### config.mk
export PLATFORM = sky130hd
export DESIGN_NAME = operand_fetch
export DESIGN_NICKNAME = d
export VERILOG_FILES = /design/src/rtl/operand_fetch_pkg.sv /design/src/rtl/operand_bypass.sv /design/src/rtl/operand_fetch.sv
export SDC_FILE = /design/constraint.sdc
export NUM_CORES = 1
export LEC_CHECK = 0
export ABC_CLOCK_PERIOD_IN_PS = 2500
export CAP_MARGIN = 15
export CORE_AREA = 2 2 143 145
export DETAILED_ROUTE_END_ITERATION = 16
export DIE_AREA = 0 0 145 147
export GPL_ROUTABILITY_DRIVEN = 0
export PLACE_DENSITY = 0.72
export SETUP_SLACK_MARGIN = 0.2
export SYNTH_ARGS = -nofsm -noshare
export SYNTH_HDL_FRONTEND = slang
export SYNTH_SLANG_ARGS = --single-unit
### constraint.sdc
create_clock -name clk -period 2.5 [get_ports clk]
set_input_delay 0.25 -clock clk [delete_from_list [all_inputs] [get_ports clk]]
set_output_delay 0.25 -clock clk [all_outputs]
set_load 0.03 [all_outputs]
### src/rtl/operand_fetch_pkg.sv
// Shared types for the operand-fetch stage: register index, datapath width
// and the forwarding-bus record used by the bypass network.
package operand_fetch_pkg;

  localparam int XLEN      = 32;
  localparam int REG_IDX_W = 5;

  typedef logic [REG_IDX_W-1:0] reg_idx_t;

  typedef struct packed {
    logic            valid;
    reg_idx_t        dest;
    logic [XLEN-1:0] data;
  } fwd_bus_t;

  // x0 is hard-wired to zero, so a producer targeting it never forwards.
  function automatic logic bus_hits(input fwd_bus_t bus, input reg_idx_t src);
    return bus.valid && (bus.dest != '0) && (bus.dest == src);
  endfunction

endpackage

### src/rtl/operand_bypass.sv
// Priority operand select for one source: x0, then EX, MEM, WB, register file.
module operand_bypass
  import operand_fetch_pkg::*;
(
  input  reg_idx_t        src,
  input  logic [XLEN-1:0] rf_data,
  input  fwd_bus_t        ex,
  input  logic            ex_is_load,
  input  fwd_bus_t        mem,
  input  fwd_bus_t        wb,
  output logic [XLEN-1:0] operand
);

  always_comb begin
    operand = rf_data;
    if (src == '0) begin
      operand = '0;
    end else if (bus_hits(ex, src) && !ex_is_load) begin
      // A load in EX has no data yet; that case is resolved by stalling.
      operand = ex.data;
    end else if (bus_hits(mem, src)) begin
      operand = mem.data;
    end else if (bus_hits(wb, src)) begin
      operand = wb.data;
    end
  end

endmodule

### src/rtl/operand_fetch.sv
// Operand-fetch pipeline stage: reads the register file, applies bypassing,
// stalls on load-use hazards and holds one instruction for the execute stage.
module operand_fetch
  import operand_fetch_pkg::*;
#(
  parameter int XLEN = 32,
  parameter int REGS = 32
) (
  input  logic                    clk,
  input  logic                    rst,
  // Handshakes (in_* and out_*): a transfer happens on a rising edge where
  // valid && ready; the sender keeps payload stable while valid && !ready.
  input  logic                    in_valid,
  output logic                    in_ready,
  input  logic [31:0]             in_pc,
  input  logic [$clog2(REGS)-1:0] in_src_a,
  input  logic [$clog2(REGS)-1:0] in_src_b,
  input  logic [$clog2(REGS)-1:0] in_dest,
  input  logic                    in_uses_a,
  input  logic                    in_uses_b,
  input  logic                    in_is_load,
  output logic [$clog2(REGS)-1:0] rf_src_a,
  output logic [$clog2(REGS)-1:0] rf_src_b,
  input  logic [XLEN-1:0]         rf_reg_a,
  input  logic [XLEN-1:0]         rf_reg_b,
  input  logic                    ex_fwd_valid,
  input  logic [$clog2(REGS)-1:0] ex_fwd_dest,
  input  logic [XLEN-1:0]         ex_fwd_data,
  input  logic                    ex_fwd_is_load,
  input  logic                    mem_fwd_valid,
  input  logic [$clog2(REGS)-1:0] mem_fwd_dest,
  input  logic [XLEN-1:0]         mem_fwd_data,
  input  logic                    wb_load,
  input  logic [$clog2(REGS)-1:0] wb_dest,
  input  logic [XLEN-1:0]         wb_data,
  input  logic                    flush,
  output logic                    out_valid,
  input  logic                    out_ready,
  output logic [31:0]             out_pc,
  output logic [XLEN-1:0]         out_op_a,
  output logic [XLEN-1:0]         out_op_b,
  output logic [$clog2(REGS)-1:0] out_dest,
  output logic                    out_is_load,
  output logic [15:0]             stall_count
);

  fwd_bus_t        ex_bus;
  fwd_bus_t        mem_bus;
  fwd_bus_t        wb_bus;
  logic [XLEN-1:0] op_a;
  logic [XLEN-1:0] op_b;
  logic            hazard;
  logic            accept;

  assign rf_src_a = in_src_a;
  assign rf_src_b = in_src_b;

  assign ex_bus  = '{valid: ex_fwd_valid,  dest: ex_fwd_dest,  data: ex_fwd_data};
  assign mem_bus = '{valid: mem_fwd_valid, dest: mem_fwd_dest, data: mem_fwd_data};
  assign wb_bus  = '{valid: wb_load,       dest: wb_dest,      data: wb_data};

  operand_bypass u_bypass_a (
    .src        (in_src_a),
    .rf_data    (rf_reg_a),
    .ex         (ex_bus),
    .ex_is_load (ex_fwd_is_load),
    .mem        (mem_bus),
    .wb         (wb_bus),
    .operand    (op_a)
  );

  operand_bypass u_bypass_b (
    .src        (in_src_b),
    .rf_data    (rf_reg_b),
    .ex         (ex_bus),
    .ex_is_load (ex_fwd_is_load),
    .mem        (mem_bus),
    .wb         (wb_bus),
    .operand    (op_b)
  );

  assign hazard = ex_fwd_valid && ex_fwd_is_load && (ex_fwd_dest != '0) &&
                  ((in_uses_a && (in_src_a == ex_fwd_dest)) ||
                   (in_uses_b && (in_src_b == ex_fwd_dest)));

  assign in_ready = (!out_valid || out_ready) && !hazard && !flush;
  assign accept   = in_valid && in_ready;

  // Payload registers load only on accept, so they hold through stalls,
  // bubbles and flushes; only reset clears them.
  always_ff @(posedge clk) begin
    if (rst) begin
      out_valid   <= 1'b0;
      out_pc      <= '0;
      out_op_a    <= '0;
      out_op_b    <= '0;
      out_dest    <= '0;
      out_is_load <= 1'b0;
    end else if (flush) begin
      out_valid <= 1'b0;
    end else if (accept) begin
      out_valid   <= 1'b1;
      out_pc      <= in_pc;
      out_op_a    <= op_a;
      out_op_b    <= op_b;
      out_dest    <= in_dest;
      out_is_load <= in_is_load;
    end else if (out_ready) begin
      out_valid <= 1'b0;
    end
  end

  always_ff @(posedge clk) begin
    if (rst) begin
      stall_count <= '0;
    end else if (in_valid && hazard && !flush && (stall_count != 16'hFFFF)) begin
      stall_count <= stall_count + 16'd1;
    end
  end

endmodule

==> results.md, run 1 <==
* Status: finished, final reports clean
* Synth Area in Compound Gates at 22.16%
* Largest family of logic cells by synthesized area: simple AND/OR/NAND/NOR gates
* Worst hold endpoint: stall_count[13]
* Adder-cell area share of the yosys netlist at 0.1767%
* Share of cells above drive strength 1 at 10.84%
* Worst-skew pair later-pin latency at 420 ps
* IO buf count at 363
* Hold-critical path depth at 2
* Max-Cap Viols at 0
* Fraction of synthesized area in multiplexers at 0.4595%
* Boundary pin count at 364
* Clk root buf: clkbuf_16
* WHS at ~250 ps
* Tightest Pin Transition at 416.7 ps
* Final net count at ~1500
* Fillers at 1741
* Register area share after synthesis at 33.65%
* Mapped Cells at 872
* CP max FO at 9
* Area of the mapped netlist at 7079 um2
* Power Density at 490.9 nW/um2
* Die Area at 21320 um2
* Hold Path Origin: rst
* Routed vias at ~8500
* Crit Reg-Reg Startpoint: stall_count[0]
* Pin count of the biggest net entering global routing at 45
* Crit end category: primary output
* P_int at 4376 uW
* Logic pwr share at 23.6%
* Clock share of power at about 43%
* TritonRoute pass-1 iters at 6
* Utilization after layout at 61.64%
* Post-synthesis simple-gate area fraction at 32.84%
* Initial antenna violation count at 3
* Core ar. at around 20000 um2
* Switching pwr at 1628 uW
* Layout Skew at approximately 10 ps
* Critical path class: in2out
* Vias per Instance at 5.579
* Fraction of registers with async set/reset at 0%
* Wire per inst at 19.68 um
* DRC at 0
* Global route overflow at 0
* Synth Register Bits at 119
* Vias in the first global route at 8454
* Fin crit period at 2250 ps
* Final Hold Vio Count at 0
* CTS buffer count at 17
* Final period util at 90.00%
* Ys flop type: dfxtp_1
* R2R setup slack at ~500 ps
* Dpl hpwl at 21720 um
* Vert. Die Dim at 147 um
* Post-Route WL at 30060 um
* Synth-to-layout area growth at 72.78%
* Synth unique cells at 44
* H-tree levels at 4
* Synth Net Count at 1107
* Clock sink total at 119
* Total GRT Usage at between 20% and 30%
* Max-slew violations at 0
* Normalized max-slew margin at 71.86%
* Total power draw at 6004 uW
* Sequential share of power at 33.9%
* Starting DRT DRC Count at 516
* Setup tns final at 0 ps
* RSZ-0062 raised after global routing: yes
* Post-synthesis xor/xnor area fraction at approximately 3.7%
* Critical R2R Capture: stall_count[4]
* EDFF count, synth at 0
* R2R cell count at 7
* Critical Path Source Type: input pin
* Worst hold-check path type: in2reg
* Core Rows at 52
* # setup viols final at 0
* CTS tree: yes
* Starting density of the core at a little over a third
* VDD IR max at around 450 uV
* Routed Antenna Nets at 0
* Peak Freq at around 440 MHz
* Max Root-Sink Buffers at 2
* Static Leak at around 0.0041 uW
* Clock slew at reported path FFs at 60 ps
* Die X at 145 um
* Ys Warns at 0
* Sw frac at a little over a quarter
* CP required at 2250 ps
* Crit path DAT at 2000 ps
* First-pass GRT wire length at 46440 um
* Post-synthesis area per instance at 8.118 um2
worst max-delay path by stage:
stage / startpoint / depth (start not counted) / to
finish: in_src_b[4] / 9 / in_ready
global route: in_src_b[4] / 9 / in_ready
CTS: in_src_a[0] / 9 / in_ready
detailed placement: mem_fwd_dest[2] / 7 / out_op_b[5]
global placement: in_src_b[0] / 11 / out_op_b[3]
floorplan: ex_fwd_dest[0] / 8 / in_ready
flip-flops by register name, indices dropped and copies added (netlist names):
register and count:
out_is_load 1, out_op_a 32, out_valid 1, out_op_b 32
out_pc 32, out_dest 5, stall_count 16
worst max-delay path: stages:
cell	delay (ps)
clkdlybuf4s50_1	450
buf_4	180
xnor2_1	230
nand3_1	120
a211o_4	360
buf_6	140
nand2_1	50
nor2_1	40
buf_4	160
power by group through the flow:
stage / sequential, uW / clock [uW] / combinational (uW)
6_report: 2040 / 2550 / 1420
3_3_place_gp: 2080 / 0 / 1390
5_1_grt: 2050 / 2660 / 1490
2_1_floorplan: 2250 / 0 / 414
3_5_place_dp: 2080 / 0 / 1400
4_1_cts: 2040 / 2590 / 1410
area by class of cell:
class / instances / area, um2 / area share, %
clock buffers: 21 / 460.4 / 3.764
repair buffers: 450 / 4583 / 37.47
flip-flops and latches: 119 / 2382 / 19.48
well taps: 270 / 337.8 / 2.762
inverters: 2 / 7.507 / 0.06137
clock inverters: 10 / 147.6 / 1.207
multi-input cells: 653 / 4308 / 35.22
diodes: 2 / 5.005 / 0.04092
kinds of logic (layout without fill, tap and decap cells):
kind of cell | count (synthesis) | count (layout)
flip-flops | 119 | 119
other | 0 | 2
multiplexers | 3 | 3
AND/OR/NAND/NOR | 425 | 425
buffers and inverters | 100 | 483
AO/OA/AOI/OAI | 194 | 194
XOR/XNOR | 30 | 30
adder cells (fa/ha/maj) | 1 | 1
cells in the mapped netlist, types with 2 or more instances:
cell type,instances,area share [%]
dfxtp_1,119,34
nand2b_1,110,9.7
nor2_1,79,4.2
nand2_1,74,3.9
nor3_1,68,4.8
a32o_1,64,9.0
clkbuf_1,50,2.7
o21ai_0,46,3.3
nand4b_1,38,4.7
o311ai_0,38,4.7
o311ai_1,26,3.2
buf_2,22,1.6
xor2_1,16,2.0
xnor2_1,14,1.7
nand4_1,13,1.1
buf_4,10,1.1
or3_1,10,0.88
a21oi_1,9,0.64
buf_1,7,0.37
buf_6,7,1.1
and3_1,6,0.53
nand3_1,6,0.42
nor2b_1,5,0.44
nor4_1,4,0.35
o21bai_1,4,0.42
or4_1,4,0.42
clkbuf_2,2,0.14
inv_1,2,0.11
mux2_2,2,0.32
nor4_2,2,0.35
nor4bb_1,2,0.28
per-layer routing:
| metal | up-vias | wire [um] | track usage [%] |
|---|---|---|---|
| li1 | 3974 | - | - |
| met1 | 3971 | 11150 | 30.78 |
| met2 | 485 | 14370 | 47.17 |
| met3 | 87 | 3133 | 8.447 |
| met4 | 2 | 1395 | 13.86 |
| met5 | - | 11 | 0 |
layout by cell type (no fill, tap or decap), types with 3 or more instances in the layout:
master,n
o311ai_0,32
buf_4,60
dlygate4sd2_1,11
clkdlybuf4s50_1,348
nand2_1,74
nand4b_1,38
nor2b_1,4
a21oi_1,9
nand3_1,6
or3_1,10
xor2_1,15
dfxtp_1,119
clkinv_4,4
nand2b_1,110
buf_6,4
nand4_1,13
o21ai_0,46
a32o_1,64
clkinvlp_4,3
nor4_1,4
bufinv_16,3
clkbuf_16,17
buf_12,24
nor3_1,67
or4_1,4
nor4_4,3
xnor2_1,12
nor2_1,78
o21bai_1,4
o311ai_1,32
and3_1,6
through the flow:
step	setup slack, ps	instances	instance area, um2
floorplan	200.9	872	7079
global placement	-225.7	1489	11530
detailed placement	-226.4	1489	11530
CTS	205.1	1524	12180
global route	184.1	1527	12230
finish	250.1	1527	12230
timing repair:
| item | 4_1_cts | 5_1_grt |
|---|---|---|
| pin swaps | 8 | 3 |
| setup endpoints to repair | 3 | 11 |
| setup buffers | 4 | 1 |
| gates resized for setup | 15 | 14 |
| hold buffers | 0 | 0 |
Note: power is estimated with default switching activity, not from simulation.
==> run 2: changes to the inputs <==
--- a/config.mk
+++ b/config.mk
@@ -8,6 +8,7 @@
 export ABC_CLOCK_PERIOD_IN_PS = 2500
 export CAP_MARGIN = 15
 export CORE_AREA = 2 2 143 145
+export CTS_CLUSTER_DIAMETER = 120
 export DETAILED_ROUTE_END_ITERATION = 16
 export DIE_AREA = 0 0 145 147
 export GPL_ROUTABILITY_DRIVEN = 0
==> results of run 2 <==
Final layout, timing and power as in run 1 (identical DEF).
==> run 3: changes to the inputs <==
--- a/config.mk
+++ b/config.mk
@@ -7,12 +7,12 @@
 export LEC_CHECK = 0
 export ABC_CLOCK_PERIOD_IN_PS = 2500
 export CAP_MARGIN = 15
-export CORE_AREA = 2 2 143 145
+export CORE_AREA = 2 2 141 143
 export CTS_CLUSTER_DIAMETER = 120
 export DETAILED_ROUTE_END_ITERATION = 16
-export DIE_AREA = 0 0 145 147
+export DIE_AREA = 0 0 143 145
 export GPL_ROUTABILITY_DRIVEN = 0
-export PLACE_DENSITY = 0.72
+export PLACE_DENSITY = 0.84
 export SETUP_SLACK_MARGIN = 0.2
 export SYNTH_ARGS = -nofsm -noshare
 export SYNTH_HDL_FRONTEND = slang
==> run 3 against run 2 <==
Against the previous run: clock power rose by 2%; sequential cell count did not move; utilization rose by 3.1 points; register-to-register slack got worse by 60 ps; critical endpoint unchanged; largest power group unchanged.
==> results.md, run 3 (synthesis results as in run 1) <==
* Status: finished, final reports clean (unchanged)
* GR met3 Demand/Resource at 9.406% (was 8.447%)
* Final Hold Vio Count at 0 (unchanged)
* Routed Antenna Nets at 0 (unchanged)
* Top Usage Layer GRT: met2 (unchanged)
* DRC at 0 (unchanged)
* Final net count at 1495 (was 1478)
* Normalized max-slew margin at 68.83% (was 71.86%)
* Crit end category: primary output (unchanged)
* Peak Freq at 435.8 MHz (was 444.5 MHz)
* CP peak stage delay at 380 ps (was 450 ps)
* Boundary pin count at 364 (unchanged)
* TritonRoute pass-1 iters at 6 (unchanged)
* Final period util at 91.79% (was 90.00%)
* Max-Cap Viols at 0 (unchanged)
* Starting density of the core at 36.86% (was 35.67%)
* Dpl hpwl at 22070 um (was 21720 um)
* Core Rows at 51 (was 52)
* First-pass GRT wire length at 46460 um (was 46440 um)
* Most frequent CP cell: buf_4 (unchanged)
* Utilization after layout at 64.74% (was 61.64%)
* RSZ-0062 raised after global routing: yes (unchanged)
* Synth-to-layout area growth at 75.64% (was 72.78%)
* CP cell instances: dlygate4sd2_1 > xor2_2 > nor4_4 > nand3_1 > a211o_2 > buf_12 > buf_4 > nand2_1 > nor2_1 > buf_4 (was clkdlybuf4s50_1 > buf_4 > xnor2_1 > nand3_1 > a211o_4 > buf_6 > nand2_1 > nor2_1 > buf_4)
* Critical Path Source Type: input pin (unchanged)
* Wire per inst at 19.74 um (was 19.68 um)
* Placed Cells at 1494 (was 1489)
* Pin count of the biggest net entering global routing at 71 (was 45)
* Static Leak at 0.004277 uW (was 0.004148 uW)
* Layout Skew at 11.25 ps (was 9.859 ps)
* Setup tns final at 0 ps (unchanged)
* Finished Layout Cells at 1540 (was 1527)
* Share of cells above drive strength 1 at 12.65% (was 10.84%)
* Post-Route WL at 30410 um (was 30060 um)
* Clk root buf: clkbuf_16 (unchanged)
* Max Root-Sink Buffers at 2 (unchanged)
* IO buf count at 363 (unchanged)
* CP required at 2250 ps (about the same)
* Most frequent cells in the layout: 347 x clkdlybuf4s50_1, 119 x dfxtp_1, 110 x nand2b_1 (was 348 x clkdlybuf4s50_1, 119 x dfxtp_1, 110 x nand2b_1)
* Total GRT Usage at 28.25% (was 27.41%)
* Clock slew at reported path FFs at 50 ps (was 60 ps)
* Top flop regs: out_op_a x32, out_op_b x32, out_pc x32 (unchanged)
* H-tree levels at 4 (unchanged)
* Crit path max-delay cell type: a211o_2 (was clkdlybuf4s50_1)
* Clock sink total at 119 (unchanged)
* GR Layer Usage met2 at 47.92% (was 47.17%)
* Initial antenna violation count at 2 (was 3)
* Fillers at 1549 (was 1741)
* Worst hold-check path type: in2reg (unchanged)
* CP max FO at 2 (was 9)
* CTS tree: yes (unchanged)
* Fin crit period at 2295 ps (was 2250 ps)
* Starting DRT DRC Count at 506 (was 516)
* Core ar. at 19210 um2 (was 19840 um2)
* Max-slew violations at 0 (unchanged)
* VDD IR max at 434.6 uV (was 452.1 uV)
* Vias per Instance at 5.671 (was 5.579)
* Total power draw at 6085 uW (was 6004 uW)
* Power Density at 489.4 nW/um2 (was 490.9 nW/um2)
* # setup viols final at 0 (unchanged)
* GR Layer Usage met1 at 31.87% (was 30.78%)
* Critical path class: in2out (unchanged)
* Routed vias at 8733 (was 8519)
* Vias in the first global route at 8803 (was 8454)
* CTS Hold Bufs at 0 (unchanged)
* Worst-skew pair later-pin latency at 410 ps (was 420 ps)
* Crit path DAT at 2040 ps (was 2000 ps)
* Tightest Pin Transition at 467.5 ps (was 416.7 ps)
* Die X at 143 um (was 145 um)
* CTS buffer count at 17 (unchanged)
* Vert. Die Dim at 145 um (was 147 um)
* Die Area at 20740 um2 (was 21320 um2)
* Commonest non-fill, non-tap cell in the layout: clkdlybuf4s50_1 (unchanged)
* Global route overflow at 0 (unchanged)
[run 3: cell count changes in the layout (fill, tap and decap cells not counted), moves of 3 or more]
cell and delta:
o311ai_0 -6, o311ai_1 +6, buf_4 +17, dlygate4sd2_1 -3
buf_6 -4
[run 3: per-layer routing]
| metal | part of all wire, % | vias up |
|---|---|---|
| li1 | - | 4022 |
| met5 | 0 | - |
| met2 | 48 | 548 |
| met3 | 11 | 93 |
| met4 | 3.7 | 0 |
| met1 | 37 | 4070 |
[run 3: worst paths after layout]
| check | slack [ps] | to | cells past startpoint | start |
|---|---|---|---|---|
| worst max-delay path | 210 | in_ready | 10 | in_src_b[3] |
| worst min-delay path | 250 | out_pc[28] | 3 | rst |
| worst max register to register | 440 | stall_count[10] | 7 | stall_count[0] |
| worst min register to register | 470 | out_op_b[30] | 1 | out_op_b[30] |
[run 3: cell type report]
cell class | instances | area, um2 | share of cell area, %
Inverter | 2 | 7.507 | 0.06037
Clock inverter | 13 | 170.2 | 1.368
Antenna cell | 2 | 5.005 | 0.04025
Timing Repair Buffer | 467 | 4767 | 38.34
Clock buffer | 19 | 452.9 | 3.643
Multi-Input combinational cell | 653 | 4318 | 34.73
Sequential cell | 119 | 2382 | 19.16
Tap cell | 265 | 331.6 | 2.667
[run 3: repair_timing]
item / in CTS / in global routing
gates resized for setup: 18 / 23
buffers inserted: 8 / 2
endpoints found under the setup margin: 56 / 48
gates cloned: 1 / 1
pin swaps: 7 / 8
[run 3: power by group]
part	total [uW]	internal [uW]	leakage (uW)	switching [uW]
clock	2600	1630	0.000296	968
combinational	1450	786	0.00301	661
sequential	2040	1990	0.000971	50.9
[run 3: per-stage QoR]
stage / setup WS, ps / instance area (um2) / hold slack, ps
after floorplan: 200.9 / 7079 / 328.5
after global placement: -291.7 / 11590 / 447.7
after detailed placement: -400.6 / 11590 / 453.6
after CTS: 138.6 / 12350 / 236.9
after global routing: 124.4 / 12430 / 269.6
final: 205.2 / 12430 / 247.0
[run 3: worst max-delay path, delay by kind of cell]
kind / cells / cell delay (ps)
AOI/OAI and AO/OA: 1 / 380
xor gates and xnor gates: 1 / 190
buffers and inverters: 4 / 700
and+or+nand+nor: 4 / 520
